## src/rtl/arb_frame_requester_pkg.sv

```systemverilog
// Shared definitions for the frame requester: read-side state encoding and sticky error bit indices.
package arb_frame_requester_pkg;

  typedef enum logic [1:0] {
    ST_IDLE = 2'd0,
    ST_REQ  = 2'd1,
    ST_XFER = 2'd2,
    ST_GAP  = 2'd3
  } rd_state_t;

  localparam int ERR_GRANT_LOST = 0;
  localparam int ERR_OVERSIZE   = 1;
  localparam int NUM_ERR        = 2;

endpackage

```

## src/rtl/arb_frame_requester_frame_fifo.sv

```systemverilog
// Single-clock word FIFO whose write pointer can be rolled back to the last committed frame boundary.
module arb_frame_requester_frame_fifo #(
  parameter int DW = 32,
  parameter int AW = 4
) (
  input  logic          clk,
  input  logic          rst,
  input  logic          wr_en,
  input  logic [DW-1:0] wr_data,
  input  logic          wr_last,
  input  logic          rollback,
  input  logic          rd_en,
  output logic [DW-1:0] rd_data,
  output logic          rd_last,
  output logic          full,
  output logic          empty,
  output logic          partial
);

  localparam int DEPTH = 1 << AW;
  localparam logic [AW:0] PTR_ONE  = {{AW{1'b0}}, 1'b1};
  localparam logic [AW:0] FULL_LVL = {1'b1, {AW{1'b0}}};

  logic [DW:0] mem [DEPTH];
  logic [AW:0] wr_ptr;
  logic [AW:0] commit_ptr;
  logic [AW:0] rd_ptr;
  logic [AW:0] used;

  // Occupancy counts uncommitted words too, so a growing frame can fill the FIFO.
  assign used    = wr_ptr - rd_ptr;
  assign full    = (used == FULL_LVL);
  assign empty   = (rd_ptr == commit_ptr);
  assign partial = (wr_ptr != commit_ptr);

  assign {rd_last, rd_data} = mem[rd_ptr[AW-1:0]];

  always_ff @(posedge clk or posedge rst) begin
    if (rst) begin
      wr_ptr     <= '0;
      commit_ptr <= '0;
      rd_ptr     <= '0;
    end else begin
      if (rollback) begin
        wr_ptr <= commit_ptr;
      end else if (wr_en) begin
        wr_ptr <= wr_ptr + PTR_ONE;
        if (wr_last) commit_ptr <= wr_ptr + PTR_ONE;
      end
      if (rd_en) rd_ptr <= rd_ptr + PTR_ONE;
    end
  end

  always_ff @(posedge clk) begin
    if (wr_en && !rollback) mem[wr_ptr[AW-1:0]] <= {wr_last, wr_data};
  end

endmodule

```

## src/rtl/arb_frame_requester.sv

```systemverilog
// Requester side of the round-robin bus arbiter: buffers whole frames, requests the bus,
// and streams one frame per grant before releasing req for a fixed idle gap.
module arb_frame_requester
  import arb_frame_requester_pkg::*;
#(
  parameter int DW      = 32,
  parameter int AW      = 4,
  parameter int REQ_GAP = 1
) (
  input  logic          clk,
  input  logic          rst,
  input  logic [DW-1:0] in_data,
  input  logic          in_last,
  input  logic          in_valid,
  output logic          in_ready,
  output logic          req,
  input  logic          grant,
  output logic [DW-1:0] out_data,
  output logic          out_last,
  output logic          out_valid,
  output logic [AW:0]   frame_cnt,
  output logic          err_grant_lost,
  output logic          err_oversize,
  input  logic          err_clr,
  output logic [1:0]    state_dbg
);

  localparam logic [3:0] GAP_LOAD = 4'(REQ_GAP - 1);
  localparam logic [AW:0] CNT_ONE = {{AW{1'b0}}, 1'b1};

  rd_state_t state;
  logic [3:0] gap_cnt;
  logic discarding;
  logic [NUM_ERR-1:0] err_q;
  logic [NUM_ERR-1:0] err_evt;

  logic fifo_full;
  logic fifo_empty;
  logic fifo_partial;
  logic [DW-1:0] rd_data;
  logic rd_last;
  logic wr_en;
  logic rollback;
  logic pop;
  logic pop_last;
  logic frame_in;

  // Handshake: a source word moves when in_valid && in_ready; while discarding,
  // every offered word is accepted and thrown away. The bus side never stalls.
  assign in_ready = discarding || !fifo_full;
  assign wr_en    = in_valid && !fifo_full && !discarding;
  assign frame_in = wr_en && in_last;
  assign rollback = fifo_full && fifo_partial && !discarding;
  assign pop      = (state == ST_XFER) && grant && !fifo_empty;
  assign pop_last = pop && rd_last;

  assign err_evt[ERR_GRANT_LOST] = (state == ST_XFER) && !grant;
  assign err_evt[ERR_OVERSIZE]   = rollback;
  assign err_grant_lost = err_q[ERR_GRANT_LOST];
  assign err_oversize   = err_q[ERR_OVERSIZE];
  assign state_dbg      = state;

  arb_frame_requester_frame_fifo #(.DW(DW), .AW(AW)) u_fifo (
    .clk      (clk),
    .rst      (rst),
    .wr_en    (wr_en),
    .wr_data  (in_data),
    .wr_last  (in_last),
    .rollback (rollback),
    .rd_en    (pop),
    .rd_data  (rd_data),
    .rd_last  (rd_last),
    .full     (fifo_full),
    .empty    (fifo_empty),
    .partial  (fifo_partial)
  );

  always_ff @(posedge clk or posedge rst) begin
    if (rst) begin
      discarding <= 1'b0;
      frame_cnt  <= '0;
      err_q      <= '0;
    end else begin
      if (rollback) discarding <= 1'b1;
      else if (discarding && in_valid && in_last) discarding <= 1'b0;
      case ({frame_in, pop_last})
        2'b10:   frame_cnt <= frame_cnt + CNT_ONE;
        2'b01:   frame_cnt <= frame_cnt - CNT_ONE;
        default: frame_cnt <= frame_cnt;
      endcase
      // A new event in the same cycle as err_clr keeps the flag set.
      err_q <= (err_q & {NUM_ERR{!err_clr}}) | err_evt;
    end
  end

  always_ff @(posedge clk or posedge rst) begin
    if (rst) begin
      state     <= ST_IDLE;
      req       <= 1'b0;
      gap_cnt   <= '0;
      out_valid <= 1'b0;
      out_last  <= 1'b0;
      out_data  <= '0;
    end else begin
      out_valid <= pop;
      out_last  <= pop_last;
      out_data  <= pop ? rd_data : '0;
      case (state)
        ST_IDLE: begin
          if (frame_cnt != '0) begin
            state <= ST_REQ;
            req   <= 1'b1;
          end
        end
        ST_REQ: begin
          if (grant) state <= ST_XFER;
        end
        ST_XFER: begin
          // req falls together with the final word so the arbiter can rotate.
          if (pop_last) begin
            state   <= ST_GAP;
            req     <= 1'b0;
            gap_cnt <= GAP_LOAD;
          end
        end
        ST_GAP: begin
          if (gap_cnt == '0) begin
            if (frame_cnt != '0) begin
              state <= ST_REQ;
              req   <= 1'b1;
            end else begin
              state <= ST_IDLE;
            end
          end else begin
            gap_cnt <= gap_cnt - 4'd1;
          end
        end
        default: state <= ST_IDLE;
      endcase
    end
  end

endmodule

```

## config.mk

```make
export PLATFORM = sky130hd
export DESIGN_NAME = arb_frame_requester
export DESIGN_NICKNAME = d
export VERILOG_FILES = /design/src/rtl/arb_frame_requester_pkg.sv /design/src/rtl/arb_frame_requester_frame_fifo.sv /design/src/rtl/arb_frame_requester.sv
export SDC_FILE = /design/constraint.sdc
export NUM_CORES = 1
export LEC_CHECK = 0
export ABC_AREA = 0
export CORE_MARGIN = 5
export CORE_UTILIZATION = 40
export CTS_BUF_LIST = sky130_fd_sc_hd__clkbuf_8 sky130_fd_sc_hd__clkbuf_16
export CTS_CLUSTER_DIAMETER = 80
export DETAILED_ROUTE_END_ITERATION = 10
export PLACE_DENSITY = 0.55
export SLEW_MARGIN = 25
export SYNTH_ARGS = -nofsm -noshare
export SYNTH_HDL_FRONTEND = slang
export SYNTH_SLANG_ARGS = --single-unit
```

## constraint.sdc

```tcl
create_clock -name clk -period 11.5 [get_ports clk]
set_input_delay 2.3 -clock clk [delete_from_list [all_inputs] [get_ports clk]]
set_output_delay 2.3 -clock clk [all_outputs]
set_load 0.1 [all_outputs]
```

# Word-level counts from Yosys, hierarchy flattened
# Memories as Yosys holds them, arrays and structs flattened.
# Cells that the tools add are included.
[totals]
ff_bits = 64
ram_bits = 528
input_bits = 38
output_inout_bits = 45
elab_cells = 87
n_memories = 1
[op_classes]
add_sub_neg = 6
n_eq_ne = 13
mux = 21
n_bitwise = 3
n_reduce_logical = 31
[mem_list]
columns = ["memory", "depth", "word_bits", "read_ports", "rd_clocked_by_memory_dff", "wr", "line", "rtl"]
rows = [
  ["u_fifo.mem", 16, 33, 1, 0, 1, "arb_frame_requester_frame_fifo.sv:24", "logic [DW:0] mem [DEPTH];"],
]
[ops]
columns = ["cell", "count"]
rows = [
  ["$mux W32", 1],
  ["$add A5 B1 Y5 const B", 3],
  ["$logic_and A1 B1 Y1", 12],
  ["$mux W5", 2],
  ["$ne A2 B2 Y1 const B", 5],
  ["$pmux W5 S2", 1],
  ["$reduce_and A3 Y1", 3],
  ["$mux W1", 8],
  ["$mux W2", 4],
  ["$mux W4", 2],
  ["$pmux W2 S4", 1],
  ["$pmux W4 S2", 1],
  ["$reduce_bool A2 Y1", 4],
  ["$eq A2 B2 Y1 const B", 3],
  ["$logic_not A1 Y1", 6],
  ["$eq A5 B5 Y1", 1],
  ["$eq A5 B5 Y1 const B", 1],
  ["$ne A5 B5 Y1", 1],
  ["$reduce_bool A5 Y1", 1],
  ["$sub A5 B1 Y5 const B", 1],
  ["$sub A5 B5 Y5", 1],
  ["$eq A2 B1 Y1 const B", 2],
  ["$logic_not A4 Y1", 1],
  ["$reduce_and A4 Y1", 1],
  ["other kinds (8)", 8],
]

# Logic depth before layout (Yosys ltp)
[logic_depth]
word_depth = 8
depth_mapped = 16
ltp_nobuf = 14

# Cells and area by module
# A second synthesis with hierarchy kept.
[unflattened]
hier_cells = 1110
hier_area_um2 = 22880.7
[modules_own_cells]
columns = ["module", "n_inst", "cells_per_inst", "area_per_inst_um2", "seq_area_each_um2"]
rows = [
  ["arb_frame_requester_frame_fifo", 1, 933, 20771.2, 16230.6],
  ["arb_frame_requester", 1, 177, 2109.5, 1226.2],
]

# Worst setup path after synthesis
# No wires, ideal clock.
[synth_path]
path_kind = "input-to-reg"
from = "input in_valid"
to = "memory u_fifo.mem[1][0] (netlist bit), enable pin"
setup_ns = 0.518
arrival_ns = 6.330
required_time_ns = 10.982
path_slack_ns = 4.652
stages = 3
n_path_buf = 1
path_cell_list = "or3b_4 buf_6 nor4b_1"
[synth_via]
elab_chain_len = 5
[synth_lines]
columns = ["item", "line", "rtl"]
rows = [
  ["start, declared", "arb_frame_requester.sv:14", "input logic in_valid,"],
  ["$logic_and A1 B1 Y1 (2 in a row)", "arb_frame_requester.sv:51", "assign wr_en = in_valid && !fifo_full && !discarding;"],
  ["$logic_and A1 B1 Y1", "arb_frame_requester_frame_fifo.sv:55", "if (wr_en && !rollback) mem[wr_ptr[AW-1:0]] <= {wr_last, wr_data};"],
  ["$mux W1", "arb_frame_requester_frame_fifo.sv:55", ""],
  ["$mux W1 (implied by the code)", "arb_frame_requester_frame_fifo.sv:55", ""],
  ["end, declared", "arb_frame_requester_frame_fifo.sv:24", ""],
]
# No other way between the ends.

# Worst setup path in the final report
[layout_path]
from = "register u_fifo.rd_ptr[1]"
to = "output in_ready"
[layout_via]
elab_chain_len = 4
[layout_lines]
columns = ["item", "line", "rtl"]
rows = [
  ["start, declared", "arb_frame_requester_frame_fifo.sv:27", "logic [AW:0] rd_ptr;"],
  ["start signal, assigned", "arb_frame_requester_frame_fifo.sv:50", "if (rd_en) rd_ptr <= rd_ptr + PTR_ONE;"],
  ["$sub A5 B5 Y5", "arb_frame_requester_frame_fifo.sv:31", "assign used = wr_ptr - rd_ptr;"],
  ["$eq A5 B5 Y1", "arb_frame_requester_frame_fifo.sv:32", "assign full = (used == FULL_LVL);"],
  ["$logic_not A1 Y1", "arb_frame_requester.sv:50", "assign in_ready = discarding || !fifo_full;"],
  ["$logic_or A1 B1 Y1", "arb_frame_requester.sv:50", ""],
  ["end, declared", "arb_frame_requester.sv:15", "output logic in_ready,"],
]
# No other way between the ends.

==> flow_metrics.tcl <==
set metrics [dict create \
    status "finished clean" \
    vdd_drop_max_mv 0.174 \
    stdcell_area_um2 26700 \
    finalWirelength_um 48400 \
    fin_setup_tns_ns 0 \
    grt_max_degree 65 \
    path_max_fanout 39 \
    endpoint_kind "primary output" \
    power_density_nw_per_um2 252 \
    netlist.area_leader.share_pct 69.2 \
    rsz0062_at_grt "no" \
    cts_setup_buffers 0 \
    dpl-instance-area_um2 24700 \
    syn_area_um2 22900 \
    grtUsageTotal_pct 15.6 \
    grt_overflow 0 \
    worst_ep_arrival_time_ns 4.06 \
    core_um2 56600 \
    power_switching_w 0.00213 \
    vias_per_cell 5.29 \
    rows 87 \
    nets 1199 \
    critical_path_buf_inv_count 2 \
    hold_viol_final 0 \
    pwr-share-clk_pct 28.4 \
    avgRoutedWirePerCell_um 24.9 \
    hold_path_class "flip-flop to flip-flop" \
    synth_warnings 0 \
    yosysSeqAreaShare_pct 76.2 \
    synth_nets 1079 \
    clk_pin_slew_worst_paths_ns 0.06 \
    cts_resized 0 \
    antenna_found_initial 5 \
    die_w_um 249 \
    drtIter0Drc 796 \
    htree_levels 2 \
    place.gp.congestion 0.743 \
    post-route-period-util_pct 55.3 \
    power_w 0.00672 \
    yosysTopAreaCell "edfxtp_1" \
    cts_sinks 592 \
    final_layout_size_suffix_gt1_share_pct 25.9 \
    grt_pass1_vias 11000 \
    instances_no_fill 1948 \
    maxSlewViolCount 0 \
    port_buffers 82 \
    fp.dieH_um 249 \
    required_ns 9.20 \
    max_stage_delay_ns 0.97 \
    crit_chain "inv_1, ha_1, or3b_2, or3_1, a211oi_4, nand2b_1, clkdlybuf4s50_1" \
    vias 10300 \
    max_slew_margin_pct 33.5 \
    worst_pin_slew_ns 0.994 \
    ctsLongestPathBuffers 3 \
    synth_ff_type "edfxtp_1" \
    numCtsBuffers 61 \
    ys_types 54 \
    worst-setup-path-type "flip-flop to primary output" \
    postRouteAntennaNets 0 \
    hold_buffers 0 \
    num_io_pins 83 \
    fmax_ghz 0.157 \
    initial_core_util_pct 40.5 \
    slowest_stage "clkdlybuf4s50_1" \
    synth_common_cells "edfxtp_1 (528), mux4_2 (164), dfrtp_1 (64), and2_1 (36), clkbuf_1 (20)" \
    seqPwrFrac_pct 41.6 \
    place_inst 1834 \
    finalSetupViolCount 0 \
    fin_crit_ns 6.36 \
    fin_worst_skew_ns 0.0200 \
    drc_errors 0 \
    avgSynthCellArea_um2 22.4 \
    p_int_w 0.00460 \
    clock_latency_ns 0.62 \
    cp-start-kind "flip-flop" \
    synth-edff-count 528 \
    synthTopCellsByArea "edfxtp_1 (69%), mux4_2 (16%), dfrtp_1 (7.0%)" \
    yosys_register_bits 592 \
    ys_async_sr_fraction_pct 10.8 \
    area_growth_pct 16.5 \
    clock-root-buffer "clkbuf_16" \
    crit_family "buffers and inverters" \
    dieArea_um2 62100 \
    grt_pass1_wl_um 73300 \
    final_core_util_pct 47.2 \
    post-synth-top-count-cell "edfxtp_1" \
    dr.pass1.iters 4 \
    p_leak_nw 8.76 \
    cts_tree "yes" \
    comb_power_share_pct 30.0 \
    drv_cap 0 \
    dp_hpwl_um 24600 \
    p_sw_share_pct 31.6 \
    syn_inst 1021 \
]
## cell families (layout without fill, tap and decap cells)
family	after synthesis	count (layout)	synth area share, %
compound gates	36	36	1.13
xor+xnor	25	25	1.02
fa+ha+maj	20	20	1.13
buf+inv	67	236	1.27
flops	592	592	76.2
mux	173	173	16.6
other cells	0	2	0
simple gates	108	108	2.69
## worst register-to-register path: stages (launching register included)
cell,delay (ns)
dfrtp_4,0.84
inv_1,0.15
ha_1,0.24
or3b_2,0.48
nand3_1,0.14
a211oi_4,0.09
nor3b_2,0.40
nand2_2,0.26
ha_1,0.38
fa_1,0.43
a21o_1,0.19
a21oi_1,0.17
xor2_1,0.15
nor2_1,0.06
xor2_1,0.14
## layout make-up
type	instances	area (um^2)
inverters	18	68.8
fillers	4702	29900
diodes	2	5.00
clock buffers	64	1570
clock inverters	48	389
well taps	756	946
repair buffers	106	1020
flip-flops and latches	592	17500
multi-input cells	362	5230
## stage by stage
stage          worst slack, ns  hold slack, ns
2_1_floorplan             4.65           0.511
4_1_cts                   5.03           0.502
5_1_grt                   4.88           0.511
3_3_place_gp              5.75           0.485
6_report                  5.14           0.497
3_5_place_dp              5.72           0.491
## sequential cells by signal, indices dropped and copies added (netlist names)
signal	cells
u_fifo.mem	528
out_data	32
frame_cnt	5
u_fifo.commit_ptr	5
u_fifo.rd_ptr	5
u_fifo.wr_ptr	5
gap_cnt	4
err_q	2
state_dbg	2
discarding	1
out_last	1
out_valid	1
req	1
## layout by cell type, fill, tap and decap left out, types with 4 or more instances in the layout
cell type / instances
o21ai_0: 9
mux2_2: 6
edfxtp_1: 528
inv_1: 24
nor2_1: 9
bufinv_16: 5
clkdlybuf4s50_1: 82
nand3_1: 12
nor3_1: 4
nand2_1: 18
clkinv_1: 19
xnor2_1: 13
clkbuf_16: 61
buf_4: 21
clkinv_2: 11
xor2_1: 11
nor3b_2: 4
dfrtp_1: 61
a21oi_1: 5
ha_1: 19
and2_1: 33
mux4_2: 164
## final timing paths
| path | cells after the start | slack [ns] | from | end |
|---|---|---|---|---|
| max | 7 | 5.14 | u_fifo.rd_ptr[1] | in_ready |
| min | 1 | 0.50 | frame_cnt[4] | frame_cnt[4] |
| max reg2reg | 14 | 7.25 | u_fifo.rd_ptr[1] | frame_cnt[4] |
| min reg2reg | 1 | 0.50 | frame_cnt[4] | frame_cnt[4] |
| max in group asynchronous | 3 | 8.73 | rst | u_fifo.rd_ptr[1] |
| min in group asynchronous | 3 | 2.19 | rst | out_data[25] |
## metal layers
metal	share of wire, %	vias to the layer above	global-route usage, %
li1	-	4466	-
met1	46	5549	22.4
met2	48	215	25.1
met3	4.6	69	2.83
met4	1.8	4	3.79
met5	0.056	-	0
## power groups by stage
stage          combinational (W)  sequential [W]  clock [W]
3_5_place_dp             0.00206         0.00285          0
6_report                 0.00202         0.00280    0.00191
2_1_floorplan            0.00129         0.00306          0
5_1_grt                  0.00218         0.00283    0.00204
4_1_cts                  0.00207         0.00280    0.00196
3_3_place_gp             0.00204         0.00284          0
No activity file was read; power rests on OpenSTA's default activity.
